File: config.mk
export PLATFORM = sky130hd
export DESIGN_NAME = status_reporter
export DESIGN_NICKNAME = d
export VERILOG_FILES = /design/src/rtl/status_reporter_pkg.sv /design/src/rtl/status_reporter_encode.sv /design/src/rtl/status_reporter.sv
export SDC_FILE = /design/constraint.sdc
export NUM_CORES = 1
export LEC_CHECK = 0
export CORE_UTILIZATION = 40
export CTS_CLUSTER_SIZE = 16
export DETAILED_ROUTE_END_ITERATION = 16
export PLACE_DENSITY = 0.71
export SLEW_MARGIN = 40
export SYNTH_ARGS = -nofsm -noshare
export SYNTH_HDL_FRONTEND = slang
export SYNTH_SLANG_ARGS = --single-unit
File: constraint.sdc
create_clock -name clk -period 3.37 [get_ports clk]
set_input_delay 0.8425 -clock clk [delete_from_list [all_inputs] [get_ports clk]]
set_output_delay 0.8425 -clock clk [all_outputs]
set_load 0.01 [all_outputs]
File: src/rtl/status_reporter_pkg.sv
`default_nettype none
// ============================================================================
// Module      : status_reporter_pkg
// Description : Shared packet byte codes, duty words and helpers for the
//               status reporter and the command decoder.
// Revision    : 1.0 - initial release
// ============================================================================
package status_reporter_pkg;

   // Framing bytes
   localparam logic [7:0] BYTE_START     = 8'h24;   // '$'
   localparam logic [7:0] BYTE_LF        = 8'h0A;

   // Direction codes
   localparam logic [7:0] DIR_FORWARD    = 8'h57;   // 'W'
   localparam logic [7:0] DIR_LEFT       = 8'h41;   // 'A'
   localparam logic [7:0] DIR_RIGHT      = 8'h44;   // 'D'
   localparam logic [7:0] DIR_STOP       = 8'h53;   // 'S'
   localparam logic [7:0] DIR_INVALID    = 8'h58;   // 'X'

   // Duty codes
   localparam logic [7:0] DUTY_CODE_HIGH = 8'h48;   // 'H'
   localparam logic [7:0] DUTY_CODE_LOW  = 8'h4C;   // 'L'
   localparam logic [7:0] DUTY_CODE_NEUT = 8'h4E;   // 'N'
   localparam logic [7:0] DUTY_CODE_ZERO = 8'h30;   // '0'
   localparam logic [7:0] DUTY_CODE_UNK  = 8'h3F;   // '?'

   // Duty words understood by the PWM stage
   localparam logic [31:0] DUTY_HIGH     = 32'd1288490188;
   localparam logic [31:0] DUTY_LOW      = 32'd2791728742;
   localparam logic [31:0] DUTY_NEUTRAL  = 32'd2147483648;

   localparam logic [2:0]  LAST_IDX      = 3'd6;    // packet is 7 bytes

   typedef enum logic [2:0] {
      ST_IDLE      = 3'd0,
      ST_LOAD      = 3'd1,
      ST_WAIT_RDY  = 3'd2,
      ST_STROBE    = 3'd3,
      ST_WAIT_BUSY = 3'd4,
      ST_WAIT_DONE = 3'd5
   } state_t;

   // The three status characters carried by a packet
   typedef struct packed {
      logic [7:0] m;
      logic [7:0] d;
      logic [7:0] p;
   } status_t;

   // Uppercase ASCII hex digit for one nibble
   function automatic logic [7:0] hex_ascii(input logic [3:0] nib);
      hex_ascii = (nib < 4'd10) ? (8'h30 + {4'h0, nib}) : (8'h37 + {4'h0, nib});
   endfunction

endpackage : status_reporter_pkg
`default_nettype wire

File: src/rtl/status_reporter_encode.sv
`default_nettype none
// ============================================================================
// Module      : status_encode
// Description : Combinational map of {mode, steering, duty} to the status
//               characters M, D, P and the two hex checksum characters.
// Revision    : 1.0 - initial release
// ============================================================================
module status_encode
   import status_reporter_pkg::*;
(
   input  logic [1:0]  mode,
   input  logic        stright,
   input  logic        left,
   input  logic        right,
   input  logic [31:0] duty,
   output status_t     status,
   output logic [7:0]  chk_hi,
   output logic [7:0]  chk_lo
);

   logic [7:0] w_chk;

   // Character encoding and XOR checksum of the three status characters
   always_comb begin
      status.m = 8'h30 + {6'd0, mode};

      case ({stright, left, right})
         3'b100:  status.d = DIR_FORWARD;
         3'b010:  status.d = DIR_LEFT;
         3'b001:  status.d = DIR_RIGHT;
         3'b000:  status.d = DIR_STOP;
         default: status.d = DIR_INVALID;
      endcase

      if (duty == DUTY_HIGH)
         status.p = DUTY_CODE_HIGH;
      else if (duty == DUTY_LOW)
         status.p = DUTY_CODE_LOW;
      else if (duty == DUTY_NEUTRAL)
         status.p = DUTY_CODE_NEUT;
      else if (duty == 32'd0)
         status.p = DUTY_CODE_ZERO;
      else
         status.p = DUTY_CODE_UNK;

      w_chk  = status.m ^ status.d ^ status.p;
      chk_hi = hex_ascii(w_chk[7:4]);
      chk_lo = hex_ascii(w_chk[3:0]);
   end

endmodule : status_encode
`default_nettype wire

File: src/rtl/status_reporter.sv
`default_nettype none
// ============================================================================
// Module      : status_reporter
// Description : Sends a 7-byte ASCII status packet ($ M D P C1 C0 LF) to a
//               byte UART, periodically and whenever the status changes.
// Revision    : 1.0 - initial release
// ============================================================================
module status_reporter
   import status_reporter_pkg::*;
#(
   parameter int unsigned REPORT_PERIOD = 50000000,
   parameter bit          CHANGE_REPORT = 1'b1
)(
   input  logic        clk,
   input  logic        rst_n,
   input  logic [1:0]  mode,
   input  logic        stright,
   input  logic        left,
   input  logic        right,
   input  logic [31:0] duty,
   input  logic        tx_busy,
   output logic [7:0]  dataout,
   output logic        wrsig,
   output logic        pkt_active
);

   localparam int            CW          = (REPORT_PERIOD > 1) ? $clog2(REPORT_PERIOD) : 1;
   localparam logic [CW-1:0] PERIOD_LAST = CW'(REPORT_PERIOD - 1);

   state_t        r_state;
   logic [CW-1:0] r_count;
   logic          r_pending;
   logic [2:0]    r_idx;
   logic [1:0]    r_tmo;
   status_t       r_snap;
   logic [7:0]    r_snap_hi;
   logic [7:0]    r_snap_lo;
   status_t       r_last_sent;

   status_t       w_live;
   logic [7:0]    w_live_hi;
   logic [7:0]    w_live_lo;
   logic          w_period_wrap;
   logic          w_change_req;
   logic [7:0]    w_byte;

   status_encode u_encode (
      .mode    (mode),
      .stright (stright),
      .left    (left),
      .right   (right),
      .duty    (duty),
      .status  (w_live),
      .chk_hi  (w_live_hi),
      .chk_lo  (w_live_lo)
   );

   assign w_period_wrap = (r_count == PERIOD_LAST);
   assign w_change_req  = CHANGE_REPORT && (w_live != r_last_sent);

   // Free-running report period counter
   always_ff @(posedge clk or negedge rst_n) begin
      if (!rst_n)
         r_count <= '0;
      else if (w_period_wrap)
         r_count <= '0;
      else
         r_count <= r_count + CW'(1);
   end

   // Byte selection from the packet snapshot
   always_comb begin
      case (r_idx)
         3'd0:    w_byte = BYTE_START;
         3'd1:    w_byte = r_snap.m;
         3'd2:    w_byte = r_snap.d;
         3'd3:    w_byte = r_snap.p;
         3'd4:    w_byte = r_snap_hi;
         3'd5:    w_byte = r_snap_lo;
         default: w_byte = BYTE_LF;
      endcase
   end

   // Packet sequencer; a change request is a live comparison, so any number
   // of changes during a packet collapse into one follow-up packet
   always_ff @(posedge clk or negedge rst_n) begin
      if (!rst_n) begin
         r_state     <= ST_IDLE;
         wrsig       <= 1'b0;
         dataout     <= 8'h00;
         pkt_active  <= 1'b0;
         r_idx       <= 3'd0;
         r_tmo       <= 2'd0;
         r_pending   <= 1'b0;
         r_snap      <= '0;
         r_snap_hi   <= 8'h00;
         r_snap_lo   <= 8'h00;
         r_last_sent <= {8'hFF, 8'hFF, 8'hFF};
      end else begin
         if (w_period_wrap)
            r_pending <= 1'b1;

         case (r_state)
            ST_IDLE: begin
               if (r_pending || w_change_req)
                  r_state <= ST_LOAD;
            end
            ST_LOAD: begin
               r_snap     <= w_live;
               r_snap_hi  <= w_live_hi;
               r_snap_lo  <= w_live_lo;
               r_pending  <= w_period_wrap;
               r_idx      <= 3'd0;
               pkt_active <= 1'b1;
               r_state    <= ST_WAIT_RDY;
            end
            ST_WAIT_RDY: begin
               if (!tx_busy) begin
                  wrsig   <= 1'b1;
                  dataout <= w_byte;
                  r_state <= ST_STROBE;
               end
            end
            ST_STROBE: begin
               wrsig   <= 1'b0;
               r_tmo   <= 2'd0;
               r_state <= ST_WAIT_BUSY;
            end
            ST_WAIT_BUSY: begin
               // A UART that never raises busy is assumed to have taken the byte
               if (tx_busy || (r_tmo == 2'd3))
                  r_state <= ST_WAIT_DONE;
               else
                  r_tmo <= r_tmo + 2'd1;
            end
            ST_WAIT_DONE: begin
               if (!tx_busy) begin
                  if (r_idx == LAST_IDX) begin
                     r_last_sent <= r_snap;
                     pkt_active  <= 1'b0;
                     r_state     <= ST_IDLE;
                  end else begin
                     r_idx   <= r_idx + 3'd1;
                     r_state <= ST_WAIT_RDY;
                  end
               end
            end
            default: r_state <= ST_IDLE;
         endcase
      end
   end

endmodule : status_reporter
`default_nettype wire

==> results.toml, run 1 <==
[clocking]
cts_tree = "yes"
cts.clk_slew.worst_paths_ns = 0.10
hold_buffers = 0
insertion_delay_ns = 0.37
cts_made_buffers = 9
clockBufferDepth = 2
root_buffer = "clkbuf_8"
cts_sinks = 81
htreeDepth = 3

[pwr]
p_leak_nw = 2.311
ir_drop_uv = 397.7
power_mw = 3.127
powerDensity_mw_per_mm2 = 583.3

[floorplanning]
die_area_sq_mm = 0.01122
fp.dieW_microns = 105.9
initial_core_util_pct = 41.49
num_rows = 37
die_h_microns = 105.9
io_pins = 50
core_sq_mm = 0.01042

[worst_setup_path]
critPathArrivalTime_ns = 3.52
cp_max_fo = 4
endpoint_kind = "register"
crit_type = "input port to register"
r2r_start = "r_count[2]$_DFF_PN0_"
cp.required_ns = 3.67
start_kind = "input port"
crit_start = "duty[0]"

[placed_design]
port_buffers = 48
gp_congestion = 0.8634
dp.final_hpwl_microns = 7644
place_ws_ns = -0.4696

[global_routing]
grt_use_total_pct = 19.64
first_global_vias = 3616
antenna_found_initial = 0
grt-ovfl-total = 0
grt_max_degree = 82
grt_pass1_wl_microns = 17520

[sta]
finalCritPeriodShare_pct = 95.61
relSlewSlack_pct = 51.59
hold_violations = 0
fin_crit_ns = 3.222
finalMaxSlewViolations = 0
rsz0062_at_grt = "false"
setup_tns_ns = 0
fin_worst_skew_ns = 0.01757
whs_ns = 0.4670
setup_viol = 0
fmax_mhz = 310.4
worst_pin_slew_ns = 0.7261
fin_ws_ns = 0.1481

[finish]
final_cell_mix = "66 x dfrtp_1, 63 x nand2_1, 39 x clkdlybuf4s50_1, 38 x nor2_1, 28 x o21ai_0"
area_delta_synth_final_pct = 24.06
fin_nets = 565
nFillCells = 946
antenna_cells = 0
mostFrequentLayoutCell = "dfrtp_1"
drive_gt1_share_pct = 16.67

[synth]
postSynthCellCount = 454
ys_ff_latch = 81
ys_warn_count = 0
synth-edff-count = 0
syn_nets = 502
synth.distinct_cells = 56
ys_seq_area_share_pct = 47.34
synth_ff_type = "dfrtp_1"
syn_avg_cell_area_sq_um = 9.519
synthArstFlopShare_pct = 100.0
syn_area_sq_mm = 0.004322

[route]
ant_nets = 0
dr.pass1.iters = 6
num_vias = 3645
drc = 0
drt_iter0_drc = 268
post_drt_wl_per_cell_microns = 15.52
viasPerCell = 5.540
drt_wl_total_microns = 10210

[run_status]
status = "completed"

[min_path]
hp-class = "input port to async pin"

[job]
max-cap-violations = 0
per-layer routing:
metal  wire length (microns)  vias up  global-route usage (%)
met3                     474       19                   4.844
met2                    4897       90                   31.79
met5                       0        -                       0
li1                        -     1755                       -
met4                     180        0                   6.746
met1                    4660     1781                   25.64
synthesized netlist by cell type (all sizes together), types with 3 or more instances:
cell type,n,share of area [%]
dfrtp,66,38
nand2,63,5.5
nor2,38,3.3
o21ai,29,3.4
a21oi,22,2.5
xnor2,20,4.1
clkbuf,17,1.5
mux2,16,4.2
dfstp,15,9.1
nand3,14,1.6
nor3,13,1.5
xor2,13,2.6
nand4,12,1.7
nor4,10,1.8
and3,8,1.2
ha,8,2.3
inv,8,0.69
nand2b,8,1.2
and2,7,1.0
a22o,6,1.2
or4,6,1.1
a22oi,5,0.98
a221oi,4,0.81
nor4b,4,0.81
or3,4,0.58
and4b,3,0.69
o22ai,3,0.43
what timing repair did:
item,in CTS,in global routing
pin swaps,0,8
endpoints found under the hold margin,0,0
buffers inserted,0,0
gates cloned,0,0
endpoints found under the setup margin,7,8
resized for setup,5,11
state kept, by name, summed over array words and instances, names as in the netlist:
register	flops
pkt_active	1
r_tmo	2
r_last_sent	15
wrsig	1
r_snap_hi	1
r_pending	1
r_snap_lo	7
dataout	7
r_snap	14
r_state	3
r_idx	3
r_count	26
report_power, final:
group | internal [mW] | switching [mW]
clock | 0.434 | 0.393
combinational | 0.415 | 0.480
sequential | 1.18 | 0.223
metrics by stage:
step / instances / utilization, % / instance area, sq um
finish: 658 / 51.47 / 5361
global route: 658 / 51.47 / 5361
CTS: 658 / 51.17 / 5330
detailed placement: 642 / 48.73 / 5076
global placement: 642 / 48.70 / 5072
floorplan: 454 / - / 4322
critical path, stage by stage:
cell and delay [ns]:
clkdlybuf4s50_1 0.40, or4_1 0.56, or4_4 0.48, nand4b_1 0.22
buf_4 0.17, nand3b_1 0.15, xnor2_2 0.16, ha_2 0.31
nor3_2 0.10, o22a_1 0.13
kinds of logic after synthesis:
logic type	Yosys count	synth area share, %
simple gates	203	24.35
other cells	1	0.08677
fa+ha+maj	8	2.316
mux	17	4.401
flops	81	47.34
compound gates	84	12.36
xor+xnor	33	6.688
buf+inv	27	2.461
path summary, 6_finish.rpt:
check                                            to  slack [ns]  depth (start not counted)
setup / recovery           r_snap_lo[1]$_DFFE_PN0P_        0.15                         10
setup reg to reg              r_count[23]$_DFF_PN0_        1.24                          7
max in group asynchronous    r_snap[10]$_DFFE_PN0P_        2.36                          1
hold / removal                 r_tmo[1]$_DFFE_PN0P_        0.47                          1
hold reg to reg                r_count[4]$_DFF_PN0_        0.49                          1
min in group clk               r_count[4]$_DFF_PN0_        0.49                          1
layout make-up:
class / count / area [sq um] / area share, %
Clock buffer: 9 / 123.9 / 2.310
Tap cell: 136 / 170.2 / 3.174
Timing Repair Buffer: 71 / 674.4 / 12.58
Clock inverter: 7 / 108.9 / 2.030
Sequential cell: 81 / 2046 / 38.16
Multi-Input combinational cell: 346 / 2208 / 41.19
Inverter: 8 / 30.03 / 0.5601
(Power assumes the default switching activity.)
==> run 2, diff against run 1 <==
--- a/config.mk
+++ b/config.mk
@@ -5,6 +5,7 @@
 export SDC_FILE = /design/constraint.sdc
 export NUM_CORES = 1
 export LEC_CHECK = 0
+export ABC_CLOCK_PERIOD_IN_PS = 3400
 export CORE_UTILIZATION = 40
 export CTS_CLUSTER_SIZE = 16
 export DETAILED_ROUTE_END_ITERATION = 16
==> constraint.sdc (replaced) <==
create_clock -name clk -period 3.4 [get_ports clk]
set_input_delay 0.85 -clock clk [delete_from_list [all_inputs] [get_ports clk]]
set_output_delay 0.85 -clock clk [all_outputs]
set_load 0.01 [all_outputs]
==> run 2 against run 1 <==
Compared with the run above:
- wire length fell by 0.44%
- clock skew fell by 0.0018 ns
- first-iteration DRC count rose by 9.0%
- power fell by 4.2%
- clock power fell by 14%
- sequential power barely moved
- worst setup slack got worse by 0.0083 ns
- critical path type unchanged
==> results.toml, run 2 (synthesized netlist as in run 1, its figures left out) <==
[run_status]
status = "completed"

[clocking]
insertion_delay_ns = 0.38
cts.clk_slew.worst_paths_ns = 0.10
root_buffer = "clkbuf_8"
cts_tree = "yes"
cts_sinks = 81
clockBufferDepth = 2
hold_buffers = 0
cts_made_buffers = 9
htreeDepth = 3

[floorplanning]
initial_core_util_pct = 41.49
core_sq_mm = 0.01042
io_pins = 50
die_area_sq_mm = 0.01122
num_rows = 37
fp.dieW_microns = 105.9
die_h_microns = 105.9

[route]
num_vias = 3651
viasPerCell = 5.549
drt_iter0_drc = 292
dr.pass1.iters = 4
post_drt_wl_per_cell_microns = 15.45
drc = 0
ant_nets = 0
drt_wl_total_microns = 10170

[finish]
area_delta_synth_final_pct = 23.42
drive_gt1_share_pct = 16.67
fin_nets = 565
largest_reg_flops = 26
mostFrequentLayoutCell = "dfrtp_1"
fin_area_sq_mm = 0.005334
fin_cells = 658
top_regs = "r_count (26), r_last_sent (15), r_snap (14)"
antenna_cells = 0
regMostFlops = "r_count"
final_cell_mix = "66 x dfrtp_1, 63 x nand2_1, 40 x clkdlybuf4s50_1, 38 x nor2_1, 28 x o21ai_0"
nFillCells = 942

[worst_setup_path]
reg2reg_depth = 7
critPathMaxStageDelay_ns = 0.57
crit_type = "input port to register"
endpoint_kind = "register"
critPathSlowestCell = "or4_4"
rrSetupSlack_ns = 1.28
path_cells = "clkdlybuf4s50_1, or4_4, or4_4, nand4b_1, buf_4, nand3b_1, xnor2_2, ha_2, nor3_2, o22a_1"
cp.required_ns = 3.71
cp_max_fo = 4
cpMostUsedCell = "or4_4"
start_kind = "input port"
r2r_end = "r_count[23]$_DFF_PN0_"
critPathTopFamily = "simple AND/OR/NAND/NOR gates"
critPathBufInv = 2
r2r_start = "r_count[2]$_DFF_PN0_"
critPathArrivalTime_ns = 3.57

[global_routing]
grt_use_total_pct = 19.45
grt-ovfl-total = 0
antenna_found_initial = 0
first_global_vias = 3641
grt_pass1_wl_microns = 17310
grt_max_degree = 82

[sta]
setup_viol = 0
finalMaxSlewViolations = 0
rsz0062_at_grt = "false"
setup_tns_ns = 0
fin_ws_ns = 0.1398
fin_crit_ns = 3.260
fmax_mhz = 306.7
fin_worst_skew_ns = 0.01578
finalCritPeriodShare_pct = 95.89
worst_pin_slew_ns = 0.7186
relSlewSlack_pct = 52.09
hold_violations = 0

[pwr]
powerDensity_mw_per_mm2 = 561.5
ir_drop_uv = 351.0
p_leak_nw = 2.289
power_mw = 2.995

[placed_design]
port_buffers = 48
gp_congestion = 0.8634
dp.cells = 642
dp.final_hpwl_microns = 7677
place_area_sq_mm = 0.005076
place_ws_ns = -0.4515

[min_path]
hp-class = "input port to async pin"

[job]
max-cap-violations = 0
run 2: how the worst max path moves through the flow:
| stage | start | end | slack (ns) | cells after the start |
|---|---|---|---|---|
| final | duty[13] | r_snap_lo[1]$_DFFE_PN0P_ | 0.14 | 10 |
| after CTS | duty[0] | r_snap_lo[1]$_DFFE_PN0P_ | 0.008 | 10 |
| after detailed placement | duty[0] | r_snap_lo[1]$_DFFE_PN0P_ | -0.45 | 10 |
| after global placement | duty[16] | r_snap_lo[1]$_DFFE_PN0P_ | -0.37 | 10 |
| after floorplan | duty[16] | r_snap_lo[1]$_DFFE_PN0P_ | 0.03 | 10 |
| after global routing | duty[13] | r_snap_lo[1]$_DFFE_PN0P_ | 0.02 | 10 |
run 2: routing by layer:
layer	global-route usage [%]	up-vias	share of wire, %
met5	0	-	0
met4	6.647	0	1.8
met3	5.395	18	6.4
met2	31.56	91	48
met1	24.98	1788	44
li1	-	1754	-
run 2: power breakdown:
| part | switching (mW) | leakage (nW) | internal [mW] |
|---|---|---|---|
| sequential | 0.221 | 0.990 | 1.17 |
| combinational | 0.482 | 1.19 | 0.412 |
| clock | 0.414 | 0.105 | 0.296 |
run 2: layout make-up:
type	instances	area (sq um)	share of cell area (%)
multi-input combinational	346	2208	41.40
sequential	81	2046	38.35
timing repair buffer	71	671.9	12.60
tap	136	170.2	3.190
clock buffer	9	123.9	2.322
clock inverter	7	83.83	1.572
inverter	8	30.03	0.5630
run 2: stage by stage:
| step | util (%) | hold WS, ns |
|---|---|---|
| after floorplan | - | 0.4481 |
| after global placement | 48.70 | 0.4671 |
| after detailed placement | 48.73 | 0.4731 |
| after CTS | 50.89 | 0.4917 |
| after global routing | 51.21 | 0.4996 |
| final | 51.21 | 0.4824 |
run 2: worst register-to-register path: cells and delay by family, from the launching register on:
| kind | cells | cell delay [ns] |
|---|---|---|
| AND/OR/NAND/NOR | 6 | 1.43 |
| flip-flops | 1 | 0.42 |
| XOR/XNOR | 1 | 0.15 |
run 2: what timing repair did:
action                     CTS  global route
setup endpoints to repair    4             8
gates resized for setup      3            12
pin swaps                    0             8
buffers inserted             0             0
==> run 3, diff against run 2 <==
--- a/config.mk
+++ b/config.mk
@@ -6,10 +6,12 @@
 export NUM_CORES = 1
 export LEC_CHECK = 0
 export ABC_CLOCK_PERIOD_IN_PS = 3400
+export CORE_MARGIN = 2
 export CORE_UTILIZATION = 40
 export CTS_CLUSTER_SIZE = 16
 export DETAILED_ROUTE_END_ITERATION = 16
 export PLACE_DENSITY = 0.71
+export SKIP_LAST_GASP = 1
 export SLEW_MARGIN = 40
 export SYNTH_ARGS = -nofsm -noshare
 export SYNTH_HDL_FRONTEND = slang
==> run 3 against run 2 <==
Compared with the run above:
- critical path depth unchanged
- fmax down 2.9%
- power up 3.4%
- clock skew up 0.0032 ns
- via count down 0.22%
- utilization up 0.40 points
- register-to-register slack worse by 0.07 ns
- sequential power about the same
- largest cell class unchanged
==> results.toml, run 3 (synthesized netlist as in run 1, its figures left out) <==
[sta]
finalMaxSlewViolations = 0
whs_ns = 0.4903
worst_pin_slew_ns = 0.7228
fin_crit_ns = 3.357
setup_viol = 0
fmax_mhz = 297.9
relSlewSlack_pct = 51.81
finalCritPeriodShare_pct = 98.74
fin_ws_ns = 0.04278
hold_violations = 0
fin_worst_skew_ns = 0.01893

[route]
viasPerCell = 5.528
post_drt_wl_per_cell_microns = 15.64
wl_met3_microns = 414
num_vias = 3643
wl_met2_microns = 5005
wl_met1_microns = 4744
dr.pass1.iters = 5
ant_nets = 0
drt_wl_total_microns = 10310
top_layer = "met4"
drt_iter0_drc = 252
drc = 0

[placed_design]
place_ws_ns = -0.4734
dp.final_hpwl_microns = 7531
place_area_sq_mm = 0.005069
gp_congestion = 0.8581
port_buffers = 48

[worst_setup_path]
r2r_start = "r_count[2]$_DFF_PN0_"
cp_max_fo = 4
start_kind = "input port"
cp.required_ns = 3.68
crit_start = "duty[25]"
endpoint_kind = "register"
crit_type = "input port to register"
critPathArrivalTime_ns = 3.64

[pwr]
cellInternalPower_mw = 2.011
pwr-share-clk_pct = 26.3
pwr-share-comb_pct = 29.0
p_switching_mw = 1.085
swShare_pct = 35.05
powerDensity_mw_per_mm2 = 575.9
p_leak_nw = 2.307
p_seq_share_pct = 44.7
ir_drop_uv = 321.2

[global_routing]
grt_max_degree = 82
grt_pass1_wl_microns = 17000
first_global_vias = 3495
grt-ovfl-total = 0
grt_use_total_pct = 18.41
antenna_found_initial = 0

[finish]
fin_area_sq_mm = 0.005375
regMostFlops = "r_count"
top_regs = "r_count (26), r_last_sent (15), r_snap (14)"
final_cell_mix = "66 x dfrtp_1, 63 x nand2_1, 40 x clkdlybuf4s50_1, 37 x nor2_1, 28 x o21ai_0"
largest_reg_flops = 26
fin_nets = 566
mostFrequentLayoutCell = "dfrtp_1"
drive_gt1_share_pct = 17.40
antenna_cells = 0
area_delta_synth_final_pct = 24.38

[clocking]
cts_tree = "yes"
insertion_delay_ns = 0.36
cts.clk_slew.worst_paths_ns = 0.11
cts_sinks = 81
root_buffer = "clkbuf_8"
htreeDepth = 3
hold_buffers = 0
cts_made_buffers = 9
clockBufferDepth = 2

[floorplanning]
die_h_microns = 107.9
die_area_sq_mm = 0.01165
core_sq_mm = 0.01042
num_rows = 37
fp.dieW_microns = 107.9
io_pins = 50
initial_core_util_pct = 41.49

[run_status]
status = "completed"

[min_path]
hp-class = "register to register"
worstHoldStart = "r_count[6]$_DFF_PN0_"

[job]
max-cap-violations = 0
## run 3: changes by cell type in the layout (fill, tap and decap cells not counted), moves of 2 or more
| cell | delta |
|---|---|
| bufinv_16 | +2 |
| clkinv_8 | -2 |
| inv_6 | +2 |
| inv_8 | -2 |
## run 3: power by group through the flow
stage / Clock [mW] / Combinational, mW / Sequential (mW)
global route: 0.865 / 1.01 / 1.41
global placement: 0 / 0.853 / 1.39
finish: 0.814 / 0.897 / 1.38
detailed placement: 0 / 0.883 / 1.40
floorplan: 0 / 0.586 / 1.31
CTS: 0.830 / 0.890 / 1.38
## run 3: per-layer routing
layer,vias up,track usage [%]
met4,0,5.495
met5,-,0
li1,1753,-
met2,87,30.41
met1,1789,24.78
met3,14,3.315
## run 3: timing repair
action                                  CTS  global route
endpoints found under the hold margin     0             0
pin swaps                                 2            11
gates cloned                              0             0
buffers inserted                          1             1
endpoints found under the setup margin    8             8
resized for setup                         3            16
## run 3: path summary, 6_finish.rpt
check	end	slack (ns)	depth (start not counted)
setup / recovery	r_snap_lo[1]$_DFFE_PN0P_	0.04	10
hold / removal	r_count[6]$_DFF_PN0_	0.49	1
setup reg to reg	r_count[23]$_DFF_PN0_	1.21	7
hold reg to reg	r_count[6]$_DFF_PN0_	0.49	1
max in group asynchronous	r_snap[3]$_DFFE_PN0P_	2.37	1
min in group asynchronous	r_tmo[1]$_DFFE_PN0P_	0.52	1
## run 3: critical path: stages
cell	delay, ns
clkdlybuf4s50_1	0.41
or4_1	0.46
or4_4	0.57
nand4b_1	0.26
and2_4	0.22
o21ai_2	0.07
xnor2_1	0.16
ha_2	0.31
nor3_2	0.19
o22a_1	0.14
## run 3: stage by stage
| stage | cells | total power [mW] | TNS, ns | util, % |
|---|---|---|---|---|
| finish | 659 | 3.096 | 0 | 51.60 |
| global route | 659 | 3.283 | -0.02720 | 51.60 |
| CTS | 658 | 3.099 | 0 | 51.06 |
| detailed placement | 641 | 2.281 | -3.539 | 48.66 |
| global placement | 641 | 2.240 | -2.768 | 48.62 |
| floorplan | 454 | 1.899 | 0 | - |
## run 3: layout make-up
class,count,area [sq um]
Clock inverter,7,105.1
Timing Repair Buffer,72,683.2
Sequential cell,81,2046
Inverter,8,30.03
Multi-Input combinational cell,346,2217
Clock buffer,9,123.9
Tap cell,136,170.2
Fill cell,950,5041
==> variant: new RTL, config.mk and constraints of run 2 <==
Reset style: synchronous (`rst_n`), changed in 2 clocked blocks.
--- a/src/rtl/status_reporter.sv
+++ b/src/rtl/status_reporter.sv
@@ -59,7 +59,7 @@
    assign w_change_req  = CHANGE_REPORT && (w_live != r_last_sent);
 
    // Free-running report period counter
-   always_ff @(posedge clk or negedge rst_n) begin
+   always_ff @(posedge clk) begin
       if (!rst_n)
          r_count <= '0;
       else if (w_period_wrap)
@@ -83,7 +83,7 @@
 
    // Packet sequencer; a change request is a live comparison, so any number
    // of changes during a packet collapse into one follow-up packet
-   always_ff @(posedge clk or negedge rst_n) begin
+   always_ff @(posedge clk) begin
       if (!rst_n) begin
          r_state     <= ST_IDLE;
          wrsig       <= 1'b0;
Check against the original RTL: differs if rst_n is asserted again (counterexample within 4 cycles, from zero or initial values and one cycle with rst_n low); with rst_n held inactive, the same outputs for 10 cycles.
==> variant against run 2 <==
  * Sequential cell count stayed put
  * Critical endpoint is now r_snap_lo[1]$_SDFFE_PN0P_
  * Area after synthesis is 5.4% lower
  * Final area is 7.8% lower
  * Fmax is 15% higher
  * Routed wire length is 2.7% lower
  * Worst setup slack better by 0.43 ns
  * Non-clock buffer count is 12 lower
Power is not compared: it rests on default switching activity, and its combinational part moved more than twofold at a synthesized area within 25%.
==> variant: results (changes against run 2) <==
[status]
status=finished clean

[grt]
track_usage_pct=20.7  ; +1.3 points
first_global_vias=3660  ; +0.52%
grt_pass1_wl_um=17000  ; -2.0%

[drt]
drtIter0Drc=200  ; -32%
wirelength_um=9900  ; -2.7%
drt_first_pass_iters=5  ; +1

[clock_network]
clkTransAtPathRegs_ns=0.08  ; -0.02 ns
cts_resized=0  ; -3

[yosys]
synth.mux.area_fraction_pct=2.05  ; -2.4 points
synth_xor_area_share_pct=7.28  ; +0.59 points
synth.distinct_cells=63  ; +13%
ys_seq_area_share_pct=39.7  ; -7.7 points
synthTopCellsByArea=dfxtp_1 (40%), nor2_1 (6.8%), nand2_1 (6.3%)
synth_nets=547  ; +9.0%
async_flop_share_pct=0  ; -100 points
synth_ff_type=dfxtp_1
synth_compound_gate_area_share_pct=14.8  ; +2.4 points
synth_commonest_cells=dfxtp_1 (81), nor2_1 (74), nand2_1 (69)

[layout]
fin_nets=594  ; +5.1%
fill_cells=989  ; +5.0%
drive_gt1_share_pct=9.09  ; -7.6 points
reg_top3=r_count (26), r_last_sent (15), r_snap (14)

[setup_path]
crit_end=r_snap_lo[1]$_SDFFE_PN0P_
cp-startpoint=duty[3]
r2r_cells=6  ; -1
cp.arrival_ns=3.15  ; -0.42 ns
r2r_start=r_state[0]$_SDFFE_PN0P_

[sta]
clock_skew_ns=0.0105  ; -0.00529 ns

[place]
gp_congestion=0.817  ; -5.4%
dp_hpwl_um=7350  ; -4.2%

[worst_hold_path]
hold_class=flip-flop to flip-flop
hold_start=r_last_sent[22]$_SDFFE_PN1P_

[variant: changes by cell type in the layout (fill, tap and decap cells not counted), moves of 8 or more]
cell | before | now
dfxtp_1 | 0 | 81
nor2_1 | 38 | 74
dfrtp_1 | 66 | 0
dfstp_2 | 15 | 0
o21ai_0 | 28 | 14
nand3_1 | 14 | 28
buf_4 | 23 | 11
mux2_2 | 16 | 3
clkdlybuf4s50_1 | 40 | 48
[variant: how the worst min path moves through the flow]
| stage | slack [ns] | depth (start not counted) | end |
|---|---|---|---|
| 3_3_place_gp | 0.43 | 2 | r_last_sent[22]$_SDFFE_PN1P_ |
| 5_1_grt | 0.48 | 2 | r_last_sent[22]$_SDFFE_PN1P_ |
| 3_5_place_dp | 0.45 | 2 | r_pending$_SDFFE_PN0P_ |
| 4_1_cts | 0.46 | 2 | r_pending$_SDFFE_PN0P_ |
| 6_report | 0.46 | 2 | r_last_sent[22]$_SDFFE_PN1P_ |
| 2_1_floorplan | 0.42 | 2 | r_last_sent[22]$_SDFFE_PN1P_ |
[variant: area by class of cell]
| type | instances | area [um2] | share of cell area [%] |
|---|---|---|---|
| Multi-Input combinational cell | 388 | 2350 | 47.7 |
| Sequential cell | 81 | 1620 | 33.0 |
| Timing Repair Buffer | 59 | 563 | 11.5 |
| Clock inverter | 5 | 56.3 | 1.15 |
| Inverter | 7 | 26.3 | 0.534 |
| Tap cell | 133 | 166 | 3.38 |
| Clock buffer | 10 | 138 | 2.80 |
[variant: report_power, final]
part	total [mW]	switching [mW]	internal, mW
registers	1.03	0.0384	0.990
logic	0.253	0.135	0.118
clock network	0.708	0.354	0.354
total	1.99	0.528	1.46
[variant: metal layers]
layer,up-vias,share of wire (%),GRT usage (%)
li1,1852,-,-
met1,1767,44,24.7
met3,18,4.9,4.75
met5,-,0,0
met2,93,49,35.9
met4,0,2.3,8.23
[variant: worst max-delay path: stages]
cell and delay, ns:
clkdlybuf4s50_1 0.46, nor4_4 0.31, and4_4 0.29, a21oi_1 0.05
o21a_1 0.22, xnor2_1 0.27, inv_1 0.08, ha_1 0.27
a211oi_1 0.19, a32o_1 0.15
[variant: cells by family (layout without fill, tap and decap cells)]
kind of cell / count (synthesis) / after routing
AOI/OAI and AO/OA: 86 / 86
xor gates and xnor gates: 34 / 34
adders and majority gates: 8 / 8
buffers and inverters: 30 / 81
DFF: 81 / 81
muxes: 8 / 8
other: 1 / 1
and+or+nand+nor: 251 / 251
[variant: stage by stage]
step                      std cells  setup WS (ns)  instance area, um2  util (%)
after floorplan                 499          0.791                4090         -
after global placement          668          0.255                4720      48.1
after detailed placement        668          0.170                4720      48.1
after CTS                       683          0.552                4920      50.1
after global routing            683          0.387                4920      50.1
final                           683          0.571                4920      50.1
